==> src/rtl/online_otf_converter_pkg.sv <==
// Shared definitions for the online multiplier back end.
// Holds the redundant digit encoding used by the digit-selection stage
// and by the on-the-fly converter, plus the converter FSM state encoding.
package online_otf_converter_pkg;

  localparam logic [1:0] DIG_POS  = 2'b10;
  localparam logic [1:0] DIG_NEG  = 2'b01;
  localparam logic [1:0] DIG_ZERO = 2'b00;
  localparam logic [1:0] DIG_ILL  = 2'b11;

  typedef enum logic [1:0] {
    ST_IDLE = 2'd0,
    ST_SKIP = 2'd1,
    ST_CONV = 2'd2,
    ST_DONE = 2'd3
  } state_e;

  function automatic logic digit_illegal(input logic [1:0] d);
    return d == DIG_ILL;
  endfunction

endpackage

==> src/rtl/online_otf_converter_if.sv <==
// Digit/result bundle of the on-the-fly converter.
//   master : digit source side (drives enable, start, p_value)
//   slave  : converter side (drives result, busy, done, digit_err, digit_cnt)
interface online_otf_converter_if #(
  parameter int DIGITS    = 8,
  parameter int CNT_WIDTH = 5
);
  logic                  enable;
  logic                  start;
  logic [1:0]            p_value;
  logic signed [DIGITS:0] result;
  logic                  busy;
  logic                  done;
  logic                  digit_err;
  logic [CNT_WIDTH-1:0]  digit_cnt;

  modport master (
    output enable, start, p_value,
    input  result, busy, done, digit_err, digit_cnt
  );

  modport slave (
    input  enable, start, p_value,
    output result, busy, done, digit_err, digit_cnt
  );
endinterface

==> src/rtl/online_otf_converter_otf_qqm_reg.sv <==
// Q/QM on-the-fly conversion register pair.
// Ports:
//   clk, reset : clock and synchronous active-high reset (clears Q and QM)
//   load       : initialise Q = 0, QM = -1 for a new word
//   shift      : append one signed digit to both registers
//   digit      : redundant digit (+1 / 0 / -1, illegal code treated as 0)
//   q_next     : Q value after this cycle's update (used to capture result)
module otf_qqm_reg
  import online_otf_converter_pkg::*;
#(
  parameter int W = 9
) (
  input  logic                clk,
  input  logic                reset,
  input  logic                load,
  input  logic                shift,
  input  logic [1:0]          digit,
  output logic signed [W-1:0] q_next
);

  logic signed [W-1:0] q_q, q_d;
  logic signed [W-1:0] qm_q, qm_d;

  // QM always tracks Q - ulp, so a -1 digit reuses QM instead of borrowing.
  always_comb begin
    q_d  = q_q;
    qm_d = qm_q;
    if (load) begin
      q_d  = '0;
      qm_d = '1;
    end else if (shift) begin
      case (digit)
        DIG_POS: begin
          q_d  = {q_q[W-2:0], 1'b1};
          qm_d = {q_q[W-2:0], 1'b0};
        end
        DIG_NEG: begin
          q_d  = {qm_q[W-2:0], 1'b1};
          qm_d = {qm_q[W-2:0], 1'b0};
        end
        default: begin
          q_d  = {q_q[W-2:0], 1'b0};
          qm_d = {qm_q[W-2:0], 1'b1};
        end
      endcase
    end
  end

  always_ff @(posedge clk) begin
    if (reset) begin
      q_q  <= '0;
      qm_q <= '0;
    end else begin
      q_q  <= q_d;
      qm_q <= qm_d;
    end
  end

  assign q_next = q_d;

endmodule

==> src/rtl/online_otf_converter.sv <==
// On-the-fly converter: turns a stream of redundant signed product digits
// into a two's-complement fraction (result = fraction * 2^DIGITS).
// Ports:
//   clk, reset : clock, synchronous active-high reset
//   bus        : slave side of online_otf_converter_if
//                (enable/start/p_value in; result/busy/done/digit_err/digit_cnt out)
module online_otf_converter
  import online_otf_converter_pkg::*;
#(
  parameter int DIGITS       = 8,
  parameter int ONLINE_DELAY = 2,
  parameter int CNT_WIDTH    = 5
) (
  input  logic                   clk,
  input  logic                   reset,
  online_otf_converter_if.slave  bus
);

  localparam int W = DIGITS + 1;
  // Counter values on the last warm-up digit and on the last converted digit.
  localparam logic [CNT_WIDTH-1:0] SKIP_LAST =
    CNT_WIDTH'((ONLINE_DELAY > 0) ? ONLINE_DELAY - 1 : 0);
  localparam logic [CNT_WIDTH-1:0] CONV_LAST =
    CNT_WIDTH'(ONLINE_DELAY + DIGITS - 1);

  state_e                state_q, state_d;
  logic [CNT_WIDTH-1:0]  cnt_q, cnt_d;
  logic                  err_q, err_d;
  logic signed [W-1:0]   result_q, result_d;
  logic                  load, shift;
  logic signed [W-1:0]   q_next;

  otf_qqm_reg #(.W(W)) u_qqm (
    .clk    (clk),
    .reset  (reset),
    .load   (load),
    .shift  (shift),
    .digit  (bus.p_value),
    .q_next (q_next)
  );

  always_comb begin
    state_d  = state_q;
    cnt_d    = cnt_q;
    err_d    = err_q;
    result_d = result_q;
    load     = 1'b0;
    shift    = 1'b0;
    case (state_q)
      ST_IDLE: begin
        if (bus.start) begin
          load    = 1'b1;
          cnt_d   = '0;
          err_d   = 1'b0;
          state_d = (ONLINE_DELAY == 0) ? ST_CONV : ST_SKIP;
        end
      end
      ST_SKIP: begin
        if (bus.enable) begin
          cnt_d = cnt_q + CNT_WIDTH'(1);
          if (cnt_q == SKIP_LAST) state_d = ST_CONV;
        end
      end
      ST_CONV: begin
        if (bus.enable) begin
          shift = 1'b1;
          cnt_d = cnt_q + CNT_WIDTH'(1);
          if (digit_illegal(bus.p_value)) err_d = 1'b1;
          if (cnt_q == CONV_LAST) begin
            state_d  = ST_DONE;
            result_d = q_next;
          end
        end
      end
      ST_DONE: state_d = ST_IDLE;
      default: state_d = ST_IDLE;
    endcase
  end

  always_ff @(posedge clk) begin
    if (reset) begin
      state_q  <= ST_IDLE;
      cnt_q    <= '0;
      err_q    <= 1'b0;
      result_q <= '0;
    end else begin
      state_q  <= state_d;
      cnt_q    <= cnt_d;
      err_q    <= err_d;
      result_q <= result_d;
    end
  end

  assign bus.result    = result_q;
  assign bus.busy      = (state_q == ST_SKIP) || (state_q == ST_CONV);
  assign bus.done      = (state_q == ST_DONE);
  assign bus.digit_err = err_q;
  assign bus.digit_cnt = cnt_q;

endmodule
==> src/flat_wrapper.sv <==
// flat-port wrapper written by rule: the top's interface ports become plain ports
module online_otf_converter_flat import online_otf_converter_pkg::*;
#(
  parameter int DIGITS       = 8,
  parameter int ONLINE_DELAY = 2,
  parameter int CNT_WIDTH    = 5
)
  (clk, reset, bus_enable, bus_start, bus_p_value, bus_result, bus_busy, bus_done, bus_digit_err, bus_digit_cnt);
  online_otf_converter_if #(.DIGITS(DIGITS), .CNT_WIDTH(CNT_WIDTH)) bus_i ();
  input  logic clk;
  input  logic reset;
  input wire logic [$bits(bus_i.enable)-1:0] bus_enable;
  input wire logic [$bits(bus_i.start)-1:0] bus_start;
  input wire logic [$bits(bus_i.p_value)-1:0] bus_p_value;
  output wire logic [$bits(bus_i.result)-1:0] bus_result;
  output wire logic [$bits(bus_i.busy)-1:0] bus_busy;
  output wire logic [$bits(bus_i.done)-1:0] bus_done;
  output wire logic [$bits(bus_i.digit_err)-1:0] bus_digit_err;
  output wire logic [$bits(bus_i.digit_cnt)-1:0] bus_digit_cnt;
  assign bus_i.enable = bus_enable;
  assign bus_i.start = bus_start;
  assign bus_i.p_value = bus_p_value;
  assign bus_result = bus_i.result;
  assign bus_busy = bus_i.busy;
  assign bus_done = bus_i.done;
  assign bus_digit_err = bus_i.digit_err;
  assign bus_digit_cnt = bus_i.digit_cnt;
  online_otf_converter #(.DIGITS(DIGITS), .ONLINE_DELAY(ONLINE_DELAY), .CNT_WIDTH(CNT_WIDTH)) u_core (.clk(clk), .reset(reset), .bus(bus_i));
endmodule
==> config.mk <==
export PLATFORM = sky130hd
export DESIGN_NAME = online_otf_converter_flat
export DESIGN_NICKNAME = d
export VERILOG_FILES = /design/src/rtl/online_otf_converter_pkg.sv /design/src/rtl/online_otf_converter_if.sv /design/src/rtl/online_otf_converter_otf_qqm_reg.sv /design/src/rtl/online_otf_converter.sv /design/src/flat_wrapper.sv
export SDC_FILE = /design/constraint.sdc
export NUM_CORES = 1
export LEC_CHECK = 0
export ABC_CLOCK_PERIOD_IN_PS = 5200
export CAP_MARGIN = 10
export CORE_ASPECT_RATIO = 0.7
export CORE_MARGIN = 2
export CORE_UTILIZATION = 25
export DETAILED_ROUTE_END_ITERATION = 10
export GPL_ROUTABILITY_DRIVEN = 0
export PLACE_DENSITY = 0.41
export SYNTH_ARGS = -nofsm -noshare
export SYNTH_HDL_FRONTEND = slang
export SYNTH_SLANG_ARGS = --single-unit
==> constraint.sdc <==
create_clock -name clk -period 5.2 [get_ports clk]
set_input_delay 1.04 -clock clk [delete_from_list [all_inputs] [get_ports clk]]
set_output_delay 1.04 -clock clk [all_outputs]
set_load 0.01 [all_outputs]
==> results.cfg <==
[status]
status = completed

[clocking]
cts_made_buffers = 5
post_cts_buffers = 0
clock_path_buffers = 2
cts_resized = 0
clk_pin_slew_ps = 70
htree_levels = 2
cts_tree = built
hold_buffers = 0
ctsRootBufferMaster = clkbuf_8
insertion_delay_ps = 280
cts_sinks = 34

[pwr]
p_leak_nw = 0.773
ir_worst_vdd_mv = 0.131
power_uw = 875
p_per_area_mw_per_mm2 = 429

[floorplan]
core-area_mm2 = 0.00634
die_x_um = 102
die_area_mm2 = 0.00736
die_h_um = 72.4
start_util_pct = 26.3
io_pins = 23
row_count = 24

[global_routing]
grt_util_met1_pct = 17.2
use_met3_pct = 2.79
grt-busiest-layer = met1
grt_max_degree = 20
grt_usage_pct = 11.5
grt_pass1_vias = 1311
grt_pass1_wl_um = 6600
grt_util_met2_pct = 15.6
antenna_found_initial = 0
grt-ovfl-total = 0

[final_layout]
final_cells = 288
drive_above_1_share_pct = 9.64
area_growth_syn_to_layout_pct = 22.3
n_fill_cell = 679
multiInputGateArea_um2 = 908
finalNetCount = 212
seq_area_um2 = 681
fin_util_pct = 32.2
num_antenna_cells = 0

[placed_design]
hpwl_um = 2940
placed_cells = 280
portBuffers = 22

[worst_setup_path]
timing.rr.end = u_core.bus.result[1]
worst_ep_arrival_time_ps = 3120
critPathLaunch = bus_p_value[0]
worst_ep_required_time_ps = 5430
critPathLaunchType = input port
r2r_cells = 5
ff2ff_setup_slack_ps = 3300
slowest_delay_ps = 730
worstSetupPathType = in2reg
cp_max_fo = 8
crit_buf_inv = 2
cp-end-kind = flop
r2r_start = u_core.state_q[0]
critical_path.cell_chain = clkdlybuf4s50_1, inv_1, ha_1, nor2b_1, a221oi_2, nor2_1, a22o_1
cp_top_family = simple AND/OR/NAND/NOR gates
cp_slowest_cell = nor2b_1

[detailed_routing]
finalWirelength_um = 3860
drtIter0Drc = 41
wl_per_cell_um = 13.4
dr.pass1.iters = 4
drc = 0
vias_per_cell = 4.63
num_vias = 1332
route.antenna.remaining_nets = 0

[timing]
rsz0062_at_grt = false
slew_violations = 0
fin_crit_sh_pct = 55.6
setup-violations-final = 0
max_freq_ghz = 0.346
hold_viol_final = 0
skew_ps = 3.64
tns_ps = 0
fin_crit_ps = 2890
tightest_slew_ps = 908
timing.hold.ws_ps = 486
relSlewSlack_pct = 39.3

[synth]
syn_avg_cell_area_um2 = 9.38
syn_inst = 178
ys_warn_count = 0
synthAdderAreaFrac_pct = 7.50
synthXorXnorAreaFrac_pct = 1.57
synth_compound_area_share_pct = 25.1
synth_seq_area_share_pct = 40.8
syn-cell-area_mm2 = 0.00167
ys_ff_latch = 34
synth-simple-area-share_pct = 17.8
synth_top_family_by_area = compound AO/OA/AOI/OAI gates
muxShareOfSynthArea_pct = 2.40
yosysUniqueCellTypes = 30
synth_fp_nets = 194

[worst_hold_path]
hp-class = reg2reg
holdPathEnd = u_core.bus.result[3]
min_path_cells = 1
hp-start = u_core.bus.result[3]

[run]
cap_violations = 0
-- metal layers --
| layer | routed length [um] | vias to the layer above |
|---|---|---|
| met5 | 0 | - |
| met4 | 39 | 0 |
| met3 | 187 | 4 |
| met2 | 1580 | 33 |
| met1 | 2050 | 624 |
| li1 | - | 671 |
-- cells by family after synthesis --
logic type / Yosys count
simple gates: 59
buf+inv: 17
compound gates: 51
fa+ha+maj: 10
xor+xnor: 3
flops: 34
mux: 4
-- stage by stage --
step / cell area [um^2] / setup WS, ps
2_1_floorplan: 1670 / 2800
3_3_place_gp: 1950 / 1980
3_5_place_dp: 1950 / 1990
4_1_cts: 2040 / 2300
5_1_grt: 2040 / 2130
6_report: 2040 / 2310
-- synth_stat cells, drive strengths merged --
cell     instances  area (um^2)
dfxtp           34          681
nor2            27          101
a21oi           12         60.1
o21ai           11         55.1
and2            10         62.6
ha              10          125
a221oi           8          120
a22o             8         70.1
a221o            7         70.1
buf              7         41.3
nand2            7         28.8
nor2b            7         43.8
inv              6         22.5
clkbuf           4         16.3
mux2i            4         40.0
a211oi           3         27.5
xnor2            3         26.3
nor3             2         10.0
or2              2         12.5
a31oi            1         6.26
a41o             1         10.0
nand3            1         5.00
nand4bb          1         11.3
nor3b            1         7.51
nor4b            1         15.0
-- cell type report --
class                      count  area share [%]
multi-input combinational    127            44.5
clock buffer                   6            4.05
timing repair buffer          22            10.8
clock inverter                 2           0.613
inverter                       6            1.10
sequential                    34            33.4
tap                           91            5.58
-- flip-flops by register name, indices dropped and copies added (netlist names) --
| name | flops |
|---|---|
| u_core.bus.result | 9 |
| u_core.u_qqm.q_q | 9 |
| u_core.u_qqm.qm_q | 8 |
| u_core.bus.digit_cnt | 5 |
| u_core.state_q | 2 |
| u_core.bus.digit_err | 1 |
-- cell usage in the layout (no fill, tap or decap), drive strengths merged --
master,instances
dfxtp,34
nor2,27
clkdlybuf4s50,22
a21oi,12
o21ai,11
and2,10
ha,10
a221oi,8
a22o,8
nor2b,7
a221o,7
nand2,7
inv,6
clkbuf,6
mux2i,4
xnor2,3
a211oi,3
or2,2
nor3,2
nand4bb,1
a31oi,1
nand3,1
nor4b,1
nor3b,1
a41o,1
clkinvlp,1
clkinv,1
-- worst reg2reg max path: cells and delay by family (launching register included) --
| kind | cells | cell delay (ps) |
|---|---|---|
| flip-flops | 1 | 390 |
| adder cells (fa/ha/maj) | 1 | 280 |
| buffers and inverters | 1 | 100 |
| AO/OA/AOI/OAI | 2 | 670 |
| AND/OR/NAND/NOR | 1 | 400 |
-- how the worst max path moves through the flow --
stage,cells past startpoint,endpoint
6_report,7,u_core.bus.result[1]
5_1_grt,7,u_core.bus.result[1]
4_1_cts,7,u_core.bus.result[1]
3_5_place_dp,7,u_core.bus.result[1]
3_3_place_gp,7,u_core.u_qqm.q_q[1]
2_1_floorplan,7,u_core.bus.result[1]
-- power by group --
group	total [mW]	internal, mW	switching (mW)
Combinational	0.323	0.136	0.187
Sequential	0.345	0.303	0.0419
Clock	0.206	0.106	0.100
Power figures use the tool's default switching activity.
